$ cat src/rtl/fsk_pkg.sv
// rtl/fsk_pkg.sv - shared 8-FSK symbol widths, frame states and default timing
package fsk_pkg;

    localparam int SYM_W            = 3;
    localparam int NUM_TONES        = 8;
    localparam int DEF_SPS          = 64;
    localparam int DEF_SYNC_WAIT    = 12;
    localparam int DEF_GUARD_CYCLES = 4;
    localparam int DEF_CNT_W        = 16;

    typedef enum logic [1:0] {
        IDLE     = 2'd0,
        PREAMBLE = 2'd1,
        SYMBOL   = 2'd2,
        GUARD    = 2'd3
    } fsk_state_t;

endpackage

$ cat src/rtl/fsk_period_timer.sv
// rtl/fsk_period_timer.sv - loadable down-counter with terminal-count flags
module fsk_period_timer #(
    parameter int CNT_W = 16
) (
    input  logic             clk,
    input  logic             reset,
    input  logic             load,
    input  logic [CNT_W-1:0] load_value,
    output logic             tc,
    output logic             tc_next
);

    logic [CNT_W-1:0] count;
    logic [CNT_W-1:0] count_next;

    // Saturates at zero so an idle scheduler leaves the timer parked.
    always_comb begin
        count_next = count;
        if (load)
            count_next = load_value;
        else if (count != '0)
            count_next = count - CNT_W'(1);
    end

    always_ff @(posedge clk or posedge reset) begin
        if (reset)
            count <= '0;
        else
            count <= count_next;
    end

    assign tc      = (count == '0);
    assign tc_next = (count_next == '0);

endmodule

$ cat src/rtl/fsk_frame_scheduler.sv
// rtl/fsk_frame_scheduler.sv - sequences preamble, symbol periods and guard gap for the 8-FSK modulator
module fsk_frame_scheduler
    import fsk_pkg::*;
#(
    parameter int               SPS          = DEF_SPS,
    parameter int               SYNC_WAIT    = DEF_SYNC_WAIT,
    parameter int               GUARD_CYCLES = DEF_GUARD_CYCLES,
    parameter logic [SYM_W-1:0] IDLE_SYMBOL  = '0,
    parameter int               CNT_W        = DEF_CNT_W
) (
    input  logic             clk,
    input  logic             reset,
    input  logic             frame_req,
    input  logic [7:0]       frame_len,
    output logic             frame_busy,
    output logic             frame_done,
    output logic             frame_err,
    input  logic             sym_valid,
    input  logic [SYM_W-1:0] sym_data,
    output logic             sym_ready,
    output logic             mod_start,
    output logic [SYM_W-1:0] mod_data,
    output logic             underrun,
    output logic [7:0]       sym_count
);

    fsk_state_t       state, next_state;
    logic [7:0]       len_q;
    logic             tc, tc_next;
    logic             timer_load;
    logic [CNT_W-1:0] timer_value;
    logic             last_symbol;
    logic             frame_accept;

    logic             busy_d, start_d, done_d;
    logic [SYM_W-1:0] data_d;
    logic [7:0]       count_d, len_d;

    fsk_period_timer #(
        .CNT_W (CNT_W)
    ) u_timer (
        .clk        (clk),
        .reset      (reset),
        .load       (timer_load),
        .load_value (timer_value),
        .tc         (tc),
        .tc_next    (tc_next)
    );

    // sym_count already includes the symbol now on air, so equality marks the final one.
    assign last_symbol = (sym_count == len_q);

    always_ff @(posedge clk or posedge reset) begin
        if (reset) begin
            state      <= IDLE;
            len_q      <= '0;
            sym_count  <= '0;
            mod_data   <= IDLE_SYMBOL;
            frame_busy <= 1'b0;
            mod_start  <= 1'b0;
            frame_done <= 1'b0;
        end else begin
            state      <= next_state;
            len_q      <= len_d;
            sym_count  <= count_d;
            mod_data   <= data_d;
            frame_busy <= busy_d;
            mod_start  <= start_d;
            frame_done <= done_d;
        end
    end

    always_comb begin
        next_state  = state;
        timer_load  = 1'b0;
        timer_value = '0;
        case (state)
            IDLE: begin
                if (frame_req && (frame_len != 8'd0)) begin
                    next_state  = PREAMBLE;
                    timer_load  = 1'b1;
                    timer_value = CNT_W'(SYNC_WAIT - 1);
                end
            end
            PREAMBLE: begin
                if (tc) begin
                    next_state  = SYMBOL;
                    timer_load  = 1'b1;
                    timer_value = CNT_W'(SPS - 1);
                end
            end
            SYMBOL: begin
                if (tc) begin
                    timer_load = 1'b1;
                    if (last_symbol) begin
                        next_state  = GUARD;
                        timer_value = CNT_W'(GUARD_CYCLES - 1);
                    end else begin
                        timer_value = CNT_W'(SPS - 1);
                    end
                end
            end
            GUARD: begin
                if (tc)
                    next_state = IDLE;
            end
            default: next_state = IDLE;
        endcase
    end

    // Registered outputs are computed from the upcoming state so they line up with it.
    always_comb begin
        sym_ready    = tc && ((state == PREAMBLE) || ((state == SYMBOL) && !last_symbol));
        underrun     = sym_ready && !sym_valid;
        frame_err    = (state == IDLE) && frame_req && (frame_len == 8'd0);
        frame_accept = (state == IDLE) && (next_state == PREAMBLE);

        busy_d  = (next_state != IDLE);
        start_d = frame_accept;
        done_d  = (next_state == GUARD) && tc_next;
        len_d   = frame_accept ? frame_len : len_q;

        count_d = sym_count;
        if (frame_accept)
            count_d = 8'd0;
        else if (sym_ready)
            count_d = sym_count + 8'd1;

        data_d = mod_data;
        if (sym_ready)
            data_d = sym_valid ? sym_data : IDLE_SYMBOL;
        else if (next_state != SYMBOL)
            data_d = IDLE_SYMBOL;
    end

endmodule

$ cat config.mk
export PLATFORM = sky130hd
export DESIGN_NAME = fsk_frame_scheduler
export DESIGN_NICKNAME = d
export VERILOG_FILES = /design/src/rtl/fsk_pkg.sv /design/src/rtl/fsk_period_timer.sv /design/src/rtl/fsk_frame_scheduler.sv
export SDC_FILE = /design/constraint.sdc
export NUM_CORES = 1
export LEC_CHECK = 0
export ABC_AREA = 0
export CORE_MARGIN = 2
export CORE_UTILIZATION = 54
export DETAILED_ROUTE_END_ITERATION = 6
export PLACE_DENSITY = 0.78
export SYNTH_ARGS = -nofsm -noshare
export SYNTH_HDL_FRONTEND = slang
export SYNTH_SLANG_ARGS = --single-unit
$ cat constraint.sdc
create_clock -name clk -period 6.8 [get_ports clk]
set_clock_uncertainty 0.05 [all_clocks]
set_input_delay 1.36 -clock clk [delete_from_list [all_inputs] [get_ports clk]]
set_output_delay 1.36 -clock clk [all_outputs]
set_load 0.02 [all_outputs]
### After elaboration in Yosys (flattened, before gate mapping)

Index checks and enable logic that the tools add are counted.
Widths: inputs -> output; s select.

| cells by class | value |
|---|---|
| add/subtract/negate cells | 2 |
| eq/ne operators | 7 |
| multiplexer cells | 21 |
| reductions and logical operators | 21 |

Operators with widths:

| operator | count |
|---|---|
| $logic_not 16->1 | 2 |
| $mux 16 | 2 |
| $mux 6 | 3 |
| $pmux 6 s3 | 1 |
| $mux 8 | 2 |
| $reduce_bool 16->1 | 1 |
| $sub 16x1->16 const B | 1 |
| $mux 2 | 5 |
| $mux 3 | 3 |
| $add 8x1->8 const B | 1 |
| $eq 8x8->1 | 1 |
| $logic_and 1x1->1 | 8 |
| $logic_not 8->1 | 1 |
| $pmux 2 s4 | 1 |
| $reduce_bool 8->1 | 1 |
| $eq 2x2->1 const B | 3 |
| $reduce_bool 2->1 | 3 |
| $eq 2x1->1 const B | 2 |
| $mux 4 | 1 |
| $logic_not 1->1 | 2 |
| $logic_not 2->1 | 1 |
| $mux 1 | 2 |
| $ne 2x2->1 const B | 1 |
| $pmux 1 s2 | 1 |
| other kinds (2) | 2 |

| storage, ports and cells | value |
|---|---|
| flip-flop bits (word level) | 40 |
| input port bits | 15 |
| output and inout bits | 17 |
| logic and storage cells | 59 |

### Longest topological paths before layout

| depth | value |
|---|---|
| word-level depth | 7 |
| gate-level depth with buffers | 10 |
| depth with buffers taken out | 9 |

### Cells and area by module

Synthesis repeated with hierarchy kept, for this count alone.

| unflattened totals | value |
|---|---|
| cell total of the unflattened synthesis | 258 |
| area, all modules | 2484.9 µm² |

By module, submodules not included:

| module | instances | cells an instance | area each (µm²) | sequential area each (µm²) |
|---|---|---|---|---|
| fsk_frame_scheduler | 1 | 127 | 1308.8 | 600.6 |
| fsk_period_timer | 1 | 131 | 1176.1 | 400.4 |

### Worst setup path before layout

No wires, ideal clock.

| path | value |
|---|---|
| path type | reg-to-output |
| start point | reg u_timer.count[0] |
| end point | out underrun |
| arrival time | 2174 ps |
| data required time | 5390 ps |
| path slack | 3216 ps |
| cell stages (with the launch flop) | 7 |
| path buffers | 0 |
| cell sequence | dfrtp_1 > inv_1 > ha_1 > or4b_4 > nor4_4 > nor2b_1 > and2_1 |

| between the ends | value |
|---|---|
| longest elaborated chain between the ends | 3 |

RTL lines:

| element | line | text |
|---|---|---|
| from (decl) | fsk_period_timer.sv:13 | `logic [CNT_W-1:0] count;` |
| from (signal assigned) | fsk_period_timer.sv:29 | `count <= count_next;` |
| $logic_not 16->1 | fsk_period_timer.sv:32 | `assign tc = (count == '0);` |
| $logic_and 1x1->1 | fsk_frame_scheduler.sv:113 | `sym_ready = tc && ((state == PREAMBLE) \|\| ((state == SYMBOL) && !last_symbol));` |
| via sym_ready | fsk_frame_scheduler.sv:20 | `output logic sym_ready,` |
| $logic_and 1x1->1 | fsk_frame_scheduler.sv:114 | `underrun = sym_ready && !sym_valid;` |
| to (decl) | fsk_frame_scheduler.sv:23 | `output logic underrun,` |

The timed path passes the listed nets, and every way through them passes these cells.

### Worst setup path after layout

| path | value |
|---|---|
| start point | in frame_len[2] |
| end point | out frame_err |

| between the ends | value |
|---|---|
| longest elaborated chain between the ends | 2 |

RTL lines:

| element | line | text |
|---|---|---|
| from (decl) | fsk_frame_scheduler.sv:14 | `input logic [7:0] frame_len,` |
| $logic_not 8->1 | fsk_frame_scheduler.sv:115 | `frame_err = (state == IDLE) && frame_req && (frame_len == 8'd0);` |
| $logic_and 1x1->1 | fsk_frame_scheduler.sv:115 |  |
| to (decl) | fsk_frame_scheduler.sv:17 | `output logic frame_err,` |

No other way between the ends.

==> impl_results.md <==
* Post-Synthesis Cell Area at 0.002460 mm2
* Grt ovf at 0
* Die area at 0.005111 mm2
* Hold buffers post-CTS at 0
* Crit-path max cell delay at 0.61 ns
* Syn nets at 278
* Top_reg_cell synth: dfrtp_1
* Resized Gates After CTS at 0
* Clk sink count at 40
* Area Growth Syn to Fin at 17.96%
* Hpwl dp at 4010 um
* Postcts setup bufs at 0
* Die H at between 70 and 80 um
* Sw frac at approximately a fifth
* Clock transition at path regs at 0.07 ns
* CP max stage cell: clkdlybuf4s50_1
* Clock network power share at 47.6%
* RR Endpoint: len_q[3]
* R2r startpoint: u_timer.count[1]
* Multi-input gate area at between 0.001 and 0.0015 mm2
* Number of global-route vias before repair at 2,078
* First-pass GRT wire length at approximately 9500 um
* Cells after DPL at 328
* Setup Viol. Count Final at 0
* Min-delay src: mod_data[2]
* DR vias at 2,095
* Area leader, netlist: dfrtp_1
* Critical path fanouts, max at 4
* Layout Cells excl Fill at 335
* Tightest Hold Check Type: reg -> reg
* WL per Instance at 16.53 um
* Tmin final at 4.522 ns
* R2R Setup Slk at 3.47 ns
* Ys async rst share at 100.0%
* Cells after Synth at around 260
* Syn avg cell area at between 9 and 10 um2
* Pwr Density at between 150 and 200 mW/mm2
* Leakage power at between 1 and 1.5 nW
* Total track usage at 23.66%
* Worst path cell trace: clkdlybuf4s50_1, nor4_1, nand2_1, nor2_1, clkdlybuf4s50_1
* Ranking of synthesized cells by area: dfrtp_1, ha_1, xor2_1
* Sequential share of power at ~50%
* Top cell type's share of synthesized area at 40.69%
* Status: completed
* Crit-path most repeated cell: clkdlybuf4s50_1
* RSZ-0062 raised after global routing: false
* Final hold violation count at 0
* Worst Hold Path EP: mod_data[2]
* VDD IR max at 0.1189 mV
* Register area at 0.001001 mm2
* Via-to-Cell Ratio at 6.254
* Synth unique cells at 55
* Inserted Clock Buffers at 5
* Detailed-route DRC error count at 0
* Register area share after synthesis at 40.69%
* Largest net degree at the start of global routing at roughly 40
* Starting density of the core at ~56%
* Die width at between 70 and 80 um
* Area of the core at 0.004384 mm2
* Root Driver: clkbuf_8
* Ant diodes at 0
* I/O pins at 32
* Fillers at 350
* H-tree levels at 2
* Internal Pwr Total at 0.0003898 W
* NetSw at 0.00009074 W
* Final worst path period share at 66.51%
* Layout cell share with drive strength beyond 1 at between 10% and 20%
* CTS tree: done
* Kind of critical path: in -> out
* Routed wire length at 5537 um
* Register bit total from synthesis at 40
* Final ANT Viol Nets at 0
* Setup TNS at 0 ns
* Actual slew at the worst max-slew pin at 0.7093 ns
* FMAX at 221.1 MHz
* Worst Hold Path Cells at 1
* Crit path arrival time at 3.11 ns
* GP Congestion at 0.8572
* Hold Slack at 0.4564 ns
* I/O Buffers at 31
* Logic pwr share at 3.0%
* Row cnt at 24
* Initial antenna violation count at 0
* TritonRoute pass-1 iters at 4
* Register-to-Register Path Depth at 8
* Max Cap Viol at 0
* Drt first-iter violations at 168
* Crit path capture type: output pin
* Req. time, crit path at ~5.4 ns
* Final nets at slightly above 300
* Post-synth EDFFs at 0
* Clock tree buffer depth at 2
* Yosys Warn Count at 0
* Startpoint Class: input port
* Worst slew margin at 52.72%
* Worst-Skew Late Latency at 0.30 ns
* Max Slew Vio Count at 0
metal layers:
layer	routed length (um)	global-route usage (%)	part of all wire (%)	vias up
met3	286	4.782	5.2	14
met2	2630	38.79	47	68
met5	0	0	0	-
li1	-	-	-	993
met4	127	10.06	2.3	0
met1	2492	30.59	45	1020
how the worst max path moves through the flow:
stage,slack [ns],cells after the start,to,startpoint
after global placement,2.30,5,frame_err,frame_len[2]
after floorplan,3.22,6,underrun,u_timer.count[0]
after detailed placement,2.26,5,frame_err,frame_len[2]
after global routing,2.15,5,frame_err,frame_len[2]
final,2.28,5,frame_err,frame_len[2]
after CTS,2.25,5,frame_err,frame_len[2]
sequential cells by signal, indices dropped and copies added (netlist names):
name,cells
sym_count,8
mod_data,3
frame_busy,1
len_q,8
mod_start,1
state,2
u_timer.count,16
frame_done,1
kinds of logic (layout without fill, tap and decap cells):
| family | Yosys count | after routing | share of synthesized area, % |
|---|---|---|---|
| AO/OA/AOI/OAI | 51 | 51 | 14.09 |
| AND/OR/NAND/NOR | 107 | 107 | 25.59 |
| adder cells (fa/ha/maj) | 8 | 8 | 4.069 |
| buffers and inverters | 21 | 49 | 4.527 |
| multiplexers | 10 | 10 | 4.629 |
| XOR/XNOR | 18 | 18 | 6.409 |
| flip-flops | 40 | 40 | 40.69 |
stage by stage:
stage / cell area, um2 / worst slack [ns] / util (%) / total power [W]
finish: 2902 / 2.278 / 66.18 / 0.0004805
global route: 2902 / 2.153 / 66.18 / 0.0004944
CTS: 2902 / 2.251 / 66.18 / 0.0004824
detailed placement: 2773 / 2.261 / 63.24 / 0.0002571
global placement: 2773 / 2.303 / 63.24 / 0.0002567
floorplan: 2460 / 3.216 / - / 0.0002464
placed cells by master (no fill, tap or decap), types with 4 or more instances in the layout:
master           instances
or4_1                    6
a21oi_1                 10
clkdlybuf4s50_1         31
o21ai_0                 12
nor2_1                  25
ha_1                     8
clkbuf_8                 5
or3_1                   11
nand3_1                  6
o31ai_1                  4
xor2_1                  11
inv_1                    9
dfrtp_1                 40
xnor2_1                  7
nor3_1                   8
nor4_1                  10
nand2_1                 13
nand2b_1                 4
mux2_2                   7
cell type report:
cell class              count  share of cell area [%]
clock buffers               5                   2.372
clock inverters             2                   2.070
multi-input cells         194                   46.44
repair buffers             33                   11.21
inverters                   9                   1.164
well taps                  52                   2.242
flip-flops and latches     40                   34.50
power groups by stage:
stage	sequential (W)	combinational, W	clock (W)
2_1_floorplan	0.000242	0.00000401	0
3_3_place_gp	0.000242	0.0000144	0
3_5_place_dp	0.000242	0.0000147	0
4_1_cts	0.000238	0.0000147	0.000230
5_1_grt	0.000238	0.0000162	0.000241
6_report	0.000238	0.0000143	0.000229
worst max-delay path, delay by kind of cell:
kind / cells / cell delay (ns)
buf+inv: 2 / 1.03
simple gates: 3 / 0.72
cells in the mapped netlist (all sizes together) (6+ instances only):
cell type / instances
dfrtp: 40
nand2: 13
xnor2: 7
inv: 9
nand3: 6
or3: 11
o21ai: 13
ha: 8
nor3: 8
or4: 8
xor2: 11
a21oi: 11
clkbuf: 6
mux2: 8
buf: 6
nor4: 12
nor2: 25
Power figures use the tool's default switching activity.
